## src/rtl/bus_slave_responder.sv

```systemverilog
// Bus slave responder: wait-stated reads/writes to a small word memory, ERROR for
// unmapped addresses, and SPLIT/RETRY handling with a timed split release.
module bus_slave_responder #(
    parameter int ADDR_W       = 8,
    parameter int DATA_W       = 8,
    parameter int DEPTH        = 64,
    parameter int WAIT_CYCLES  = 2,
    parameter int SPLIT_CYCLES = 4
) (
    input  logic              clk,
    input  logic              rst,
    input  logic              sel,
    input  logic              read_write,
    input  logic [ADDR_W-1:0] addr_in,
    input  logic [DATA_W-1:0] data_in,
    input  logic              split_en,
    output logic [DATA_W-1:0] data_out,
    output logic              ready,
    output logic [1:0]        response,
    output logic              split
);
    localparam int CNT_MAX = (WAIT_CYCLES > SPLIT_CYCLES) ? WAIT_CYCLES : SPLIT_CYCLES;
    localparam int CNT_W   = (CNT_MAX > 1) ? $clog2(CNT_MAX + 1) : 1;
    localparam int IDX_W   = (DEPTH > 1) ? $clog2(DEPTH) : 1;
    localparam logic [ADDR_W:0] LIMIT = (ADDR_W + 1)'(DEPTH);

    localparam logic [1:0] RSP_OKAY  = 2'b00;
    localparam logic [1:0] RSP_ERROR = 2'b01;
    localparam logic [1:0] RSP_RETRY = 2'b10;
    localparam logic [1:0] RSP_SPLIT = 2'b11;

    typedef enum logic [2:0] {
        S_IDLE, S_WAIT, S_DONE, S_ERR1, S_ERR2, S_SPL1, S_SPL2, S_HOLD
    } state_t;

    state_t            r_state;
    logic [CNT_W-1:0]  r_cnt;
    logic [IDX_W-1:0]  r_addr;
    logic              r_wr;
    logic [DATA_W-1:0] r_wdata;
    logic              r_pend;
    logic              r_ready;
    logic [1:0]        r_resp;
    logic              r_split;
    logic [DATA_W-1:0] r_dout;
    logic [DATA_W-1:0] r_mem [DEPTH];

    logic              w_unmapped;
    logic              w_to_split;
    logic              w_idle_go;
    logic              w_done_entry;
    logic [IDX_W-1:0]  w_idx;
    logic              w_acc_wr;
    logic [DATA_W-1:0] w_acc_data;
    logic              w_mem_we;

    assign w_unmapped = ({1'b0, addr_in} >= LIMIT);
    assign w_to_split = split_en && !r_pend;
    assign w_idle_go  = (r_state == S_IDLE) && sel && !w_unmapped && !w_to_split;

    // The DONE-entry access uses live inputs when skipping WAIT, latched values otherwise.
    assign w_done_entry = (w_idle_go && (WAIT_CYCLES == 0)) ||
                          ((r_state == S_WAIT) && (r_cnt == CNT_W'(1)));
    assign w_idx      = (r_state == S_IDLE) ? addr_in[IDX_W-1:0] : r_addr;
    assign w_acc_wr   = (r_state == S_IDLE) ? read_write : r_wr;
    assign w_acc_data = (r_state == S_IDLE) ? data_in : r_wdata;
    assign w_mem_we   = rst && w_done_entry && w_acc_wr;

    always_ff @(posedge clk) begin
        if (w_mem_we) r_mem[w_idx] <= w_acc_data;
    end

    always_ff @(posedge clk) begin
        if (!rst) begin
            r_state <= S_IDLE;
            r_cnt   <= '0;
            r_addr  <= '0;
            r_wr    <= 1'b0;
            r_wdata <= '0;
            r_pend  <= 1'b0;
            r_ready <= 1'b1;
            r_resp  <= RSP_OKAY;
            r_split <= 1'b0;
            r_dout  <= '0;
        end else begin
            r_split <= 1'b0;
            case (r_state)
                S_IDLE: begin
                    r_ready <= 1'b1;
                    r_resp  <= RSP_OKAY;
                    if (sel) begin
                        r_addr  <= addr_in[IDX_W-1:0];
                        r_wr    <= read_write;
                        r_wdata <= data_in;
                        if (w_unmapped) begin
                            r_state <= S_ERR1;
                            r_ready <= 1'b0;
                            r_resp  <= RSP_ERROR;
                        end else if (w_to_split) begin
                            r_state <= S_SPL1;
                            r_ready <= 1'b0;
                            r_resp  <= RSP_SPLIT;
                        end else begin
                            r_pend <= 1'b0;
                            if (WAIT_CYCLES == 0) begin
                                r_state <= S_DONE;
                            end else begin
                                r_state <= S_WAIT;
                                r_ready <= 1'b0;
                                r_cnt   <= CNT_W'(WAIT_CYCLES);
                            end
                        end
                    end
                end
                S_WAIT: begin
                    r_cnt <= r_cnt - CNT_W'(1);
                    if (r_cnt == CNT_W'(1)) begin
                        r_state <= S_DONE;
                        r_ready <= 1'b1;
                    end
                end
                S_DONE: begin
                    r_state <= S_IDLE;
                    r_ready <= 1'b1;
                    r_resp  <= RSP_OKAY;
                end
                S_ERR1: begin
                    r_state <= S_ERR2;
                    r_ready <= 1'b1;
                    r_resp  <= RSP_ERROR;
                end
                S_ERR2: begin
                    r_state <= S_IDLE;
                    r_ready <= 1'b1;
                    r_resp  <= RSP_OKAY;
                end
                S_SPL1: begin
                    r_state <= S_SPL2;
                    r_ready <= 1'b1;
                    r_resp  <= RSP_SPLIT;
                end
                S_SPL2: begin
                    r_state <= S_HOLD;
                    r_ready <= 1'b1;
                    r_resp  <= RSP_OKAY;
                    r_cnt   <= CNT_W'(SPLIT_CYCLES);
                end
                S_HOLD: begin
                    // A master knocking during HOLD is told to retry later; nothing is latched.
                    r_ready <= 1'b1;
                    r_resp  <= sel ? RSP_RETRY : RSP_OKAY;
                    r_cnt   <= r_cnt - CNT_W'(1);
                    if (r_cnt == CNT_W'(1)) begin
                        r_state <= S_IDLE;
                        r_split <= 1'b1;
                        r_pend  <= 1'b1;
                    end
                end
                default: begin
                    r_state <= S_IDLE;
                    r_ready <= 1'b1;
                    r_resp  <= RSP_OKAY;
                end
            endcase
            if (w_done_entry && !w_acc_wr) r_dout <= r_mem[w_idx];
        end
    end

    assign data_out = r_dout;
    assign ready    = r_ready;
    assign response = r_resp;
    assign split    = r_split;
endmodule
```

## config.mk

```make
export PLATFORM = sky130hd
export DESIGN_NAME = bus_slave_responder
export DESIGN_NICKNAME = d
export VERILOG_FILES = /design/src/rtl/bus_slave_responder.sv
export SDC_FILE = /design/constraint.sdc
export NUM_CORES = 1
export LEC_CHECK = 0
export ABC_AREA = 1
export BUFFER_PORTS_ARGS = -buffer_cell sky130_fd_sc_hd__buf_2
export CORE_ASPECT_RATIO = 0.6
export CORE_MARGIN = 2
export CORE_UTILIZATION = 60
export CTS_BUF_LIST = sky130_fd_sc_hd__clkbuf_8 sky130_fd_sc_hd__clkbuf_16
export DETAILED_ROUTE_END_ITERATION = 7
export PLACE_DENSITY = 0.74
export SYNTH_ARGS = -nofsm -noshare
export SYNTH_HDL_FRONTEND = slang
export SYNTH_SLANG_ARGS = --single-unit
```

## constraint.sdc

```tcl
create_clock -name clk -period 5.65 [get_ports clk]
set_clock_uncertainty 0.2 [all_clocks]
set_input_delay 0.565 -clock clk [delete_from_list [all_inputs] [get_ports clk]]
set_output_delay 0.565 -clock clk [all_outputs]
set_load 0.02 [all_outputs]
```

==> results.md <==
- Root Buffer: clkbuf_16
- DRC Markers: 0
- Dpl cells: 2908
- Num CTS Buffers: 48
- Syn avg cell area: 9.84 um^2
- DR vias/cell: 5.85
- Hpwl dp: 37800 um
- Highest routing layer actually used: met4
- DRT met1 WL: 25800 um
- Post_cts resized: 0
- Final setup viols: 0
- R2r worst-path depth: 7
- Top cells by area, synth: edfxtp_1 (65%), nand2_1 (20%), nand3_1 (4.4%)
- LEAKAGE: 0.0109 uW
- Count leader, synth: nand2_1
- Number of synthesized flops with an enable pin: 512
- Critical R2R Launch: r_state[2]
- RSZ-0062 raised after global routing: false
- Worst Path Required: 5.65 ns
- # H-tree levels: 2
- Yosys top cell area share: 64.6%
- Yosys cell types: 37
- RePlAce Congestion: 0.978
- Most common library cells after synthesis: nand2_1 (1249), edfxtp_1 (512), nand3_1 (208)
- Core box area: 39100 um^2
- Critical Path Source Type: flop
- Post-synth ARST share: 0%
- Mapped Cells: 2421
- Post-Route WL: 62800 um
- CP Class: reg2reg
- Fin. max-slew vios: 0
- Initial core utilization: 60.9%
- Die width: 261 um
- Initial antenna violation count: 0
- Hold Crit Class: in2reg
- Non-filler cells, final: 2994
- Endpoints failing hold: 0
- Area of the die: 41400 um^2
- Cell taking the most area after synthesis: edfxtp_1
- Vias: 17512
- # diodes: 0
- First-pass GRT wire length: 94700 um
- Ys Warns: 0
- Post-CTS Setup Inserts: 0
- Max Cap Viol: 0
- # rows: 56
- Mean routed wirelength per cell: 21.0 um
- CTS Hold Bufs: 0
- Vias in the first global route: 16309
- Most common flop cell mapped by yosys: edfxtp_1
- Gr ovfl total: 0
- Slew @ Worst Pin: 1.33 ns
- Port Buffers: 32
- Worst slew margin: 10.8%
- Clock sinks: 546
- Tmin final: 4.02 ns
- CTS tree: built
- Worst flop-to-flop path endpoint: r_mem[42][0]
- Met2 WL: 26900 um
- Min-delay src: read_write
- DRT antenna net count: 0
- Synthesized cell area: 23800 um^2
- Layout cell share with drive strength beyond 1: 8.21%
- Final net count: 2461
- Area grow syn2layout: 10.2%
- WHS Path Cells: 3
- IO Count: 33
- Min-Delay Endpoint: r_wr
- R2R Setup Slk: 1.63 ns
- Setup TNS: 0 ns
- Status: complete, no violations
- FF+latch count, synth: 546
- CP Max Fanout: 27
- Crit path arrival time: 4.02 ns
- Seq/Total Area, Yosys: 67.4%
- Synth Net Count: 2446
- Largest net degree at the start of global routing: 91
- Die height: 158 um
- Max Clk Rate: 0.249 GHz
- Power Density: 624 nW/um^2
- Met3 WL: 8250 um
- Peak VDD IR: 0.537 mV
- Drt pass-1 iters: 8
- Final critical-path share of the clock period: 71.2%
- Clk Latency, worst-skew pair: 0.57 ns
- Critical path endpoint category: flop
- Worst-path clk slew: 0.07 ns
- 1st-iter DRT viols: 2521
- Max clock buf depth: 3
- GRT Overall Usage: 30.7%
==> final cells by class <==
cell class	instances	area [um^2]
repair buffers	86	566
well taps	522	653
flip-flops and latches	546	16100
inverters	93	352
clock buffers	54	1290
fillers	2937	12800
clock inverters	32	319
multi-input cells	1661	7010
==> logic make-up after synthesis <==
group / share of synthesized area (%)
and+or+nand+nor: 26.6
adders and majority gates: 0.210
AOI/OAI and AO/OA: 2.03
DFF: 67.4
buffers and inverters: 3.79
==> critical path, cell delays in order (launching register included) <==
cell and delay (ns):
dfxtp_1 0.37, nor2_4 0.28, nand2_4 0.21, nand2_1 0.13, nand2_2 0.42, nor2_2 0.48, nand3_1 0.68, nor2_1 0.86
==> metrics by stage <==
step | setup WS (ns) | utilization [%] | total power, uW | hold WS, ns | cell area [um^2]
floorplan | 1.09 | - | 10500 | 0.224 | 23800
global placement | 1.87 | 63.0 | 12700 | 0.245 | 24600
detailed placement | 1.77 | 63.0 | 12900 | 0.249 | 24600
CTS | 1.81 | 67.1 | 16200 | 0.0793 | 26300
global route | 1.45 | 67.1 | 17300 | 0.120 | 26300
finish | 1.63 | 67.1 | 16400 | 0.0832 | 26300
==> placed cells by master (no fill, tap or decap), types with 10 or more instances in the layout <==
| master | Yosys | layout |
|---|---|---|
| dfxtp_1 | 34 | 34 |
| inv_1 | 82 | 92 |
| o21ai_0 | 32 | 24 |
| o21ai_4 | 2 | 10 |
| a21oi_1 | 27 | 27 |
| nand2_1 | 1249 | 1241 |
| clkbuf_16 | 0 | 49 |
| edfxtp_1 | 512 | 512 |
| buf_4 | 1 | 54 |
| nand3_1 | 208 | 206 |
| nor2_1 | 98 | 98 |
| buf_2 | 68 | 32 |
==> sequential cells by signal (all words and copies together) (netlist names) <==
signal,cells
r_pend,1
ready,1
r_wr,1
r_cnt,3
split,1
r_wdata,8
r_state,3
data_out,8
response,2
r_addr,6
r_mem,512
==> per-layer routing <==
metal  up-vias  track usage, %
li1       8000               -
met1      8259            45.2
met2      1100            45.0
met3       153            7.90
met4         0            9.85
met5         -               0
==> power by group <==
group	switching (uW)	leakage, uW	total, uW	internal (uW)
clock network	1440	0.000837	3400	1960
registers	46.1	0.00493	5310	5260
logic	5970	0.00518	7690	1720
==> worst max path at each step <==
| stage | slack (ns) | cells after the start | from | endpoint |
|---|---|---|---|---|
| 6_report | 1.63 | 7 | r_state[2] | r_mem[42][0] |
| 5_1_grt | 1.45 | 16 | r_state[2] | data_out[0] |
| 4_1_cts | 1.81 | 7 | r_state[2] | r_mem[58][6] |
| 3_5_place_dp | 1.77 | 7 | r_state[2] | r_mem[58][4] |
| 3_3_place_gp | 1.87 | 16 | addr_in[0] | data_out[6] |
| 2_1_floorplan | 1.09 | 6 | r_state[2] | r_mem[0][0] |
Power figures use the tool's default switching activity.
